==> src/rtl/stream_demux_1_4_if.sv <==
// Handshake bundle for the 1:4 stream demultiplexer: one input stream, four output channels.
// master = producer/consumers side, slave = demux side.
interface stream_demux_1_4_if #(
  parameter int W = 4
);
  logic         in_valid;
  logic         in_ready;
  logic [W-1:0] in_data;
  logic [1:0]   in_sel;
  logic [3:0]   out_valid;
  logic [3:0]   out_ready;
  logic [W-1:0] out_data0;
  logic [W-1:0] out_data1;
  logic [W-1:0] out_data2;
  logic [W-1:0] out_data3;

  modport master (
    output in_valid, in_data, in_sel, out_ready,
    input  in_ready, out_valid, out_data0, out_data1, out_data2, out_data3
  );

  modport slave (
    input  in_valid, in_data, in_sel, out_ready,
    output in_ready, out_valid, out_data0, out_data1, out_data2, out_data3
  );
endinterface

==> src/rtl/stream_demux_1_4.sv <==
// Registered 1:4 stream demux, one holding register per channel; DEMUX_RR_SEL_EN selects round-robin steering.
// Latency one cycle; in_ready reflects only the addressed channel, so one stalled consumer blocks only its own traffic.
module stream_demux_1_4 #(
  parameter int W = 4
) (
  input  logic                clk,
  input  logic                rst_n,
  stream_demux_1_4_if.slave   bus
);

  logic [1:0]   dst;
  logic         accept;
  logic [3:0]   acc_hit;
  logic [3:0]   valid_q;
  logic [3:0]   valid_d;
  logic [W-1:0] data_q [4];

`ifdef DEMUX_RR_SEL_EN
  logic [1:0] rr_ptr;
  logic       unused_sel;

  // Pointer advances only on an accepted word, so a stall holds the rotation in place.
  always_ff @(posedge clk or negedge rst_n) begin
    if (!rst_n) begin
      rr_ptr <= 2'd0;
    end else if (accept) begin
      rr_ptr <= rr_ptr + 2'd1;
    end
  end

  assign dst        = rr_ptr;
  assign unused_sel = ^bus.in_sel;
`else
  assign dst = bus.in_sel;
`endif

  assign bus.in_ready = ~valid_q[dst] | bus.out_ready[dst];
  assign accept       = bus.in_valid & bus.in_ready;

  always_comb begin
    acc_hit = 4'b0000;
    if (accept) begin
      acc_hit[dst] = 1'b1;
    end
  end

  // Drain clears a channel unless a new word lands in it on the same edge.
  always_comb begin
    valid_d = valid_q & ~bus.out_ready;
    valid_d = valid_d | acc_hit;
  end

  always_ff @(posedge clk or negedge rst_n) begin
    if (!rst_n) begin
      valid_q <= 4'b0000;
    end else begin
      valid_q <= valid_d;
    end
  end

  always_ff @(posedge clk or negedge rst_n) begin
    if (!rst_n) begin
      for (int i = 0; i < 4; i++) begin
        data_q[i] <= '0;
      end
    end else begin
      for (int i = 0; i < 4; i++) begin
        if (acc_hit[i]) begin
          data_q[i] <= bus.in_data;
        end
      end
    end
  end

  assign bus.out_valid = valid_q;
  assign bus.out_data0 = data_q[0];
  assign bus.out_data1 = data_q[1];
  assign bus.out_data2 = data_q[2];
  assign bus.out_data3 = data_q[3];

endmodule

==> src/flat_wrapper.sv <==
// flat-port wrapper written by rule: the top's interface ports become plain ports
module stream_demux_1_4_flat 
#(
  parameter int W = 4
)
  (clk, rst_n, bus_in_valid, bus_in_data, bus_in_sel, bus_out_ready, bus_in_ready, bus_out_valid, bus_out_data0, bus_out_data1, bus_out_data2, bus_out_data3);
  stream_demux_1_4_if #(.W(W)) bus_i ();
  input  logic clk;
  input  logic rst_n;
  input wire logic [$bits(bus_i.in_valid)-1:0] bus_in_valid;
  input wire logic [$bits(bus_i.in_data)-1:0] bus_in_data;
  input wire logic [$bits(bus_i.in_sel)-1:0] bus_in_sel;
  input wire logic [$bits(bus_i.out_ready)-1:0] bus_out_ready;
  output wire logic [$bits(bus_i.in_ready)-1:0] bus_in_ready;
  output wire logic [$bits(bus_i.out_valid)-1:0] bus_out_valid;
  output wire logic [$bits(bus_i.out_data0)-1:0] bus_out_data0;
  output wire logic [$bits(bus_i.out_data1)-1:0] bus_out_data1;
  output wire logic [$bits(bus_i.out_data2)-1:0] bus_out_data2;
  output wire logic [$bits(bus_i.out_data3)-1:0] bus_out_data3;
  assign bus_i.in_valid = bus_in_valid;
  assign bus_i.in_data = bus_in_data;
  assign bus_i.in_sel = bus_in_sel;
  assign bus_i.out_ready = bus_out_ready;
  assign bus_in_ready = bus_i.in_ready;
  assign bus_out_valid = bus_i.out_valid;
  assign bus_out_data0 = bus_i.out_data0;
  assign bus_out_data1 = bus_i.out_data1;
  assign bus_out_data2 = bus_i.out_data2;
  assign bus_out_data3 = bus_i.out_data3;
  stream_demux_1_4 #(.W(W)) u_core (.clk(clk), .rst_n(rst_n), .bus(bus_i));
endmodule
==> config.mk <==
export PLATFORM = sky130hd
export DESIGN_NAME = stream_demux_1_4_flat
export DESIGN_NICKNAME = d
export VERILOG_FILES = /design/src/rtl/stream_demux_1_4_if.sv /design/src/rtl/stream_demux_1_4.sv /design/src/flat_wrapper.sv
export SDC_FILE = /design/constraint.sdc
export NUM_CORES = 1
export LEC_CHECK = 0
export CORE_ASPECT_RATIO = 0.9
export CORE_UTILIZATION = 35
export CTS_CLUSTER_DIAMETER = 50
export DETAILED_ROUTE_END_ITERATION = 8
export DONT_BUFFER_PORTS = 1
export GPL_ROUTABILITY_DRIVEN = 1
export PLACE_DENSITY = 0.47
export SLEW_MARGIN = 25
export SYNTH_ARGS = -nofsm -noshare
export SYNTH_HDL_FRONTEND = slang
export SYNTH_SLANG_ARGS = --single-unit
export TNS_END_PERCENT = 50
==> constraint.sdc <==
create_clock -name clk -period 1.3 [get_ports clk]
set_input_delay 0.26 -clock clk [delete_from_list [all_inputs] [get_ports clk]]
set_output_delay 0.26 -clock clk [all_outputs]
set_load 0.02 [all_outputs]
==> flow_metrics.env <==
export IMPL_synth_seq_area_share=0.623
export IMPL_first_pass_iters=4
export IMPL_floorplan_die_height_um=47.5
export IMPL_fin_worst_skew_ps=3.03
export IMPL_clock_sinks=20
export IMPL_synth_edf_count=0
export IMPL_report_final_slew_viol_count=0
export IMPL_multi_input_comb_area_um2=353
export IMPL_core_region_area_um2=2160
export IMPL_finalCriticalPeriod_ps=1560
export IMPL_synth_area_leaders="sky130_fd_sc_hd__dfrtp_1 62%, sky130_fd_sc_hd__mux2_2 22%, sky130_fd_sc_hd__nand2b_1 3.1%, sky130_fd_sc_hd__mux4_2 2.8%, sky130_fd_sc_hd__nand2_1 2.3%"
export IMPL_h_tree_levels=1
export IMPL_floorplan_die_area_um2=2490
export IMPL_kind_of_capture_point_of_the_worst_setup_path="output pin"
export IMPL_synth_most_common_cell="sky130_fd_sc_hd__dfrtp_1"
export IMPL_required_ps=1040
export IMPL_wire_length_of_the_first_global_routing_pass_um=2250
export IMPL_final_layout_fill_cell_count=199
export IMPL_slowest_stage_delay_on_critical_path_ps=560
export IMPL_netlist_cell_type_count=13
export IMPL_hold_viol=0
export IMPL_floorplan_die_width_um=52.5
export IMPL_synth_largest_area_cell="sky130_fd_sc_hd__dfrtp_1"
export IMPL_worst_setup_hold_path_clk_slew_ps=110
export IMPL_cts_buf_count=3
export IMPL_hold_ws_ps=64.1
export IMPL_globalRouteTotalUtil=0.132
export IMPL_ctsRootBufferMaster="sky130_fd_sc_hd__clkbuf_4"
export IMPL_yosysWarningCount=0
export IMPL_power_static_leakage_nw=0.468
export IMPL_ys_ff_latch=20
export IMPL_failed_checks="setup timing"
export IMPL_syn_inst=54
export IMPL_detail_route_iter0_violations=14
export IMPL_cts_buffer_depth=2
export IMPL_layout_cell_share_with_drive_strength_beyond_1=0.578
export IMPL_outcome="complete, but fails checks"
export IMPL_tightest_slew_ps=870
export IMPL_area_growth_syn_to_layout_pct=24.8
export IMPL_row_count=16
export IMPL_route_final_wire_length_um=1580
export IMPL_routability_congestion_estimate=0.685
export IMPL_mappedNetlistNets=67
export IMPL_antenna_cells_inserted=0
export IMPL_cts_tree="built"
export IMPL_postLayoutCoreUtil=0.464
export IMPL_p_total_mw=1.68
export IMPL_synth_top_cell_area_share=0.623
export IMPL_start_util=0.372
export IMPL_clk_latency_ps=290
export IMPL_detailedPlacementHpwl_um=1200
export IMPL_power_density_cell_area_nw_per_um2=1680
export IMPL_proportion_of_register_bits_with_asynchronous_set_or_reset_after_synthesis=1.00
export IMPL_timing_final_crit_share=1.20
export IMPL_timing_critical_path_slowest_stage_cell="sky130_fd_sc_hd__mux4_2"
export IMPL_setup_viols_final=2
export IMPL_antenna_violations_before_repair=0
export IMPL_rsz0062_at_grt="true"
export IMPL_max_cap_violations=0
export IMPL_post_drt_wl_per_cell_um=17.4
export IMPL_worstPathMaxFanout=2
export IMPL_mappedNetlistArea_um2=803
export IMPL_final_seq_area_um2=505
export IMPL_numPlacedInstances=85
export IMPL_cp_start_kind="register"
export IMPL_syn_avg_cell_area_um2=14.9
export IMPL_ys_top_cells_by_count="20 x sky130_fd_sc_hd__dfrtp_1, 16 x sky130_fd_sc_hd__mux2_2, 5 x sky130_fd_sc_hd__nand2_1"
export IMPL_post_route_drc_count=0
export IMPL_grt_overflow=0
export IMPL_dominantRegCellSynth="sky130_fd_sc_hd__dfrtp_1"
export IMPL_maxClockFrequency_mhz=639
export IMPL_design_final_nets=78
export IMPL_hold_path_class="in -> reg"
export IMPL_io_buffer_count=0
export IMPL_setup_slack_ps=-265
export IMPL_grt_start_max_net_pins=21
export IMPL_maxSlewHeadroom=0.420
export IMPL_via_per_inst=5.16
export IMPL_drtAntennaViolNets=0
export IMPL_finalNonFillerCells=91
export IMPL_crit_arrival_ps=1300
export IMPL_vias=470
export IMPL_vdd_ir_drop_worst_mv=1.03
export IMPL_ioPinCount=34
export IMPL_worst_r2r_setup_slack_ps=-20
export IMPL_first_global_vias=461
export IMPL_critical_path_cell_chain="nand2b_1 > mux4_2"
export IMPL_worst_setup_path_type="reg -> out"
[metrics by stage]
step	area (um^2)	setup TNS, ps	worst slack [ps]
after global placement	875	0	55.4
final	1000	-280	-265
after floorplan	808	0	15.3
after CTS	958	-288	-288
after global routing	1000	-392	-312
after detailed placement	875	0	11.3
[kinds of logic after synthesis]
logic type	share of synthesized area
AOI/OAI and AO/OA	0.00622
buffers and inverters	0.00622
DFF	0.623
muxes	0.252
and+or+nand+nor	0.112
[critical path: cells and delay by family (launching register included)]
| family | cells | cell delay [ps] |
|---|---|---|
| flip-flops | 1 | 380 |
| multiplexers | 1 | 560 |
| AND/OR/NAND/NOR | 1 | 70 |
[final cells by class]
cell class                      instances  share of cell area
Timing Repair Buffer                    7              0.0574
Multi-Input combinational cell         33               0.352
Tap cell                               27              0.0337
Sequential cell                        20               0.504
Clock inverter                          1              0.0300
Clock buffer                            3              0.0225
[final timing paths]
| path | end | depth (start not counted) | startpoint |
|---|---|---|---|
| worst max-delay path | bus_in_ready | 2 | u_core.bus.out_valid[3] |
| max in group asynchronous | u_core.bus.out_valid[2] | 1 | rst_n |
| worst min-delay path | u_core.bus.out_valid[1] | 1 | bus_in_sel[1] |
| worst max register to register | u_core.bus.out_data3[0] | 4 | u_core.bus.out_valid[3] |
| worst min register to register | u_core.bus.out_valid[2] | 2 | u_core.bus.out_valid[2] |
| min in group asynchronous | u_core.bus.out_valid[1] | 1 | rst_n |
[flip-flops by register name, indices dropped and copies added, names as in the netlist]
| signal | count |
|---|---|
| u_core.bus.out_data2 | 4 |
| u_core.bus.out_valid | 4 |
| u_core.bus.out_data1 | 4 |
| u_core.bus.out_data0 | 4 |
| u_core.bus.out_data3 | 4 |
[timing repair]
| item | in CTS | in global routing |
|---|---|---|
| resized for setup | 3 | 10 |
| setup buffers | 1 | 0 |
| hold endpoints to repair | 20 | 0 |
| setup endpoints to repair | 3 | 13 |
| hold buffers | 1 | 0 |
[where the power goes]
part           internal (mW)  total, mW  switching [mW]  leakage, nW
Combinational          0.145      0.226          0.0804        0.204
Sequential             0.737      0.954           0.217        0.236
Clock                  0.311      0.501           0.190       0.0279
[cell usage in the layout, fill, tap and decap left out, drive strengths merged]
cell type and count:
dfrtp 20, mux2 16, buf 6, nand2 5, nand2b 4, clkbuf 3, nor2b 2, mux4 1
o21ai 1, nand3b 1, nand3 1, and3 1, nor3b 1, bufinv 1, dlymetal6s4s 1
[per-layer routing]
metal	track usage	part of all wire	up-vias
met4	0.0474	0	0
li1	-	-	208
met3	0.0381	0.070	0
met1	0.176	0.43	241
met2	0.210	0.50	21
met5	0	0	-
Power figures use the tool's default switching activity.
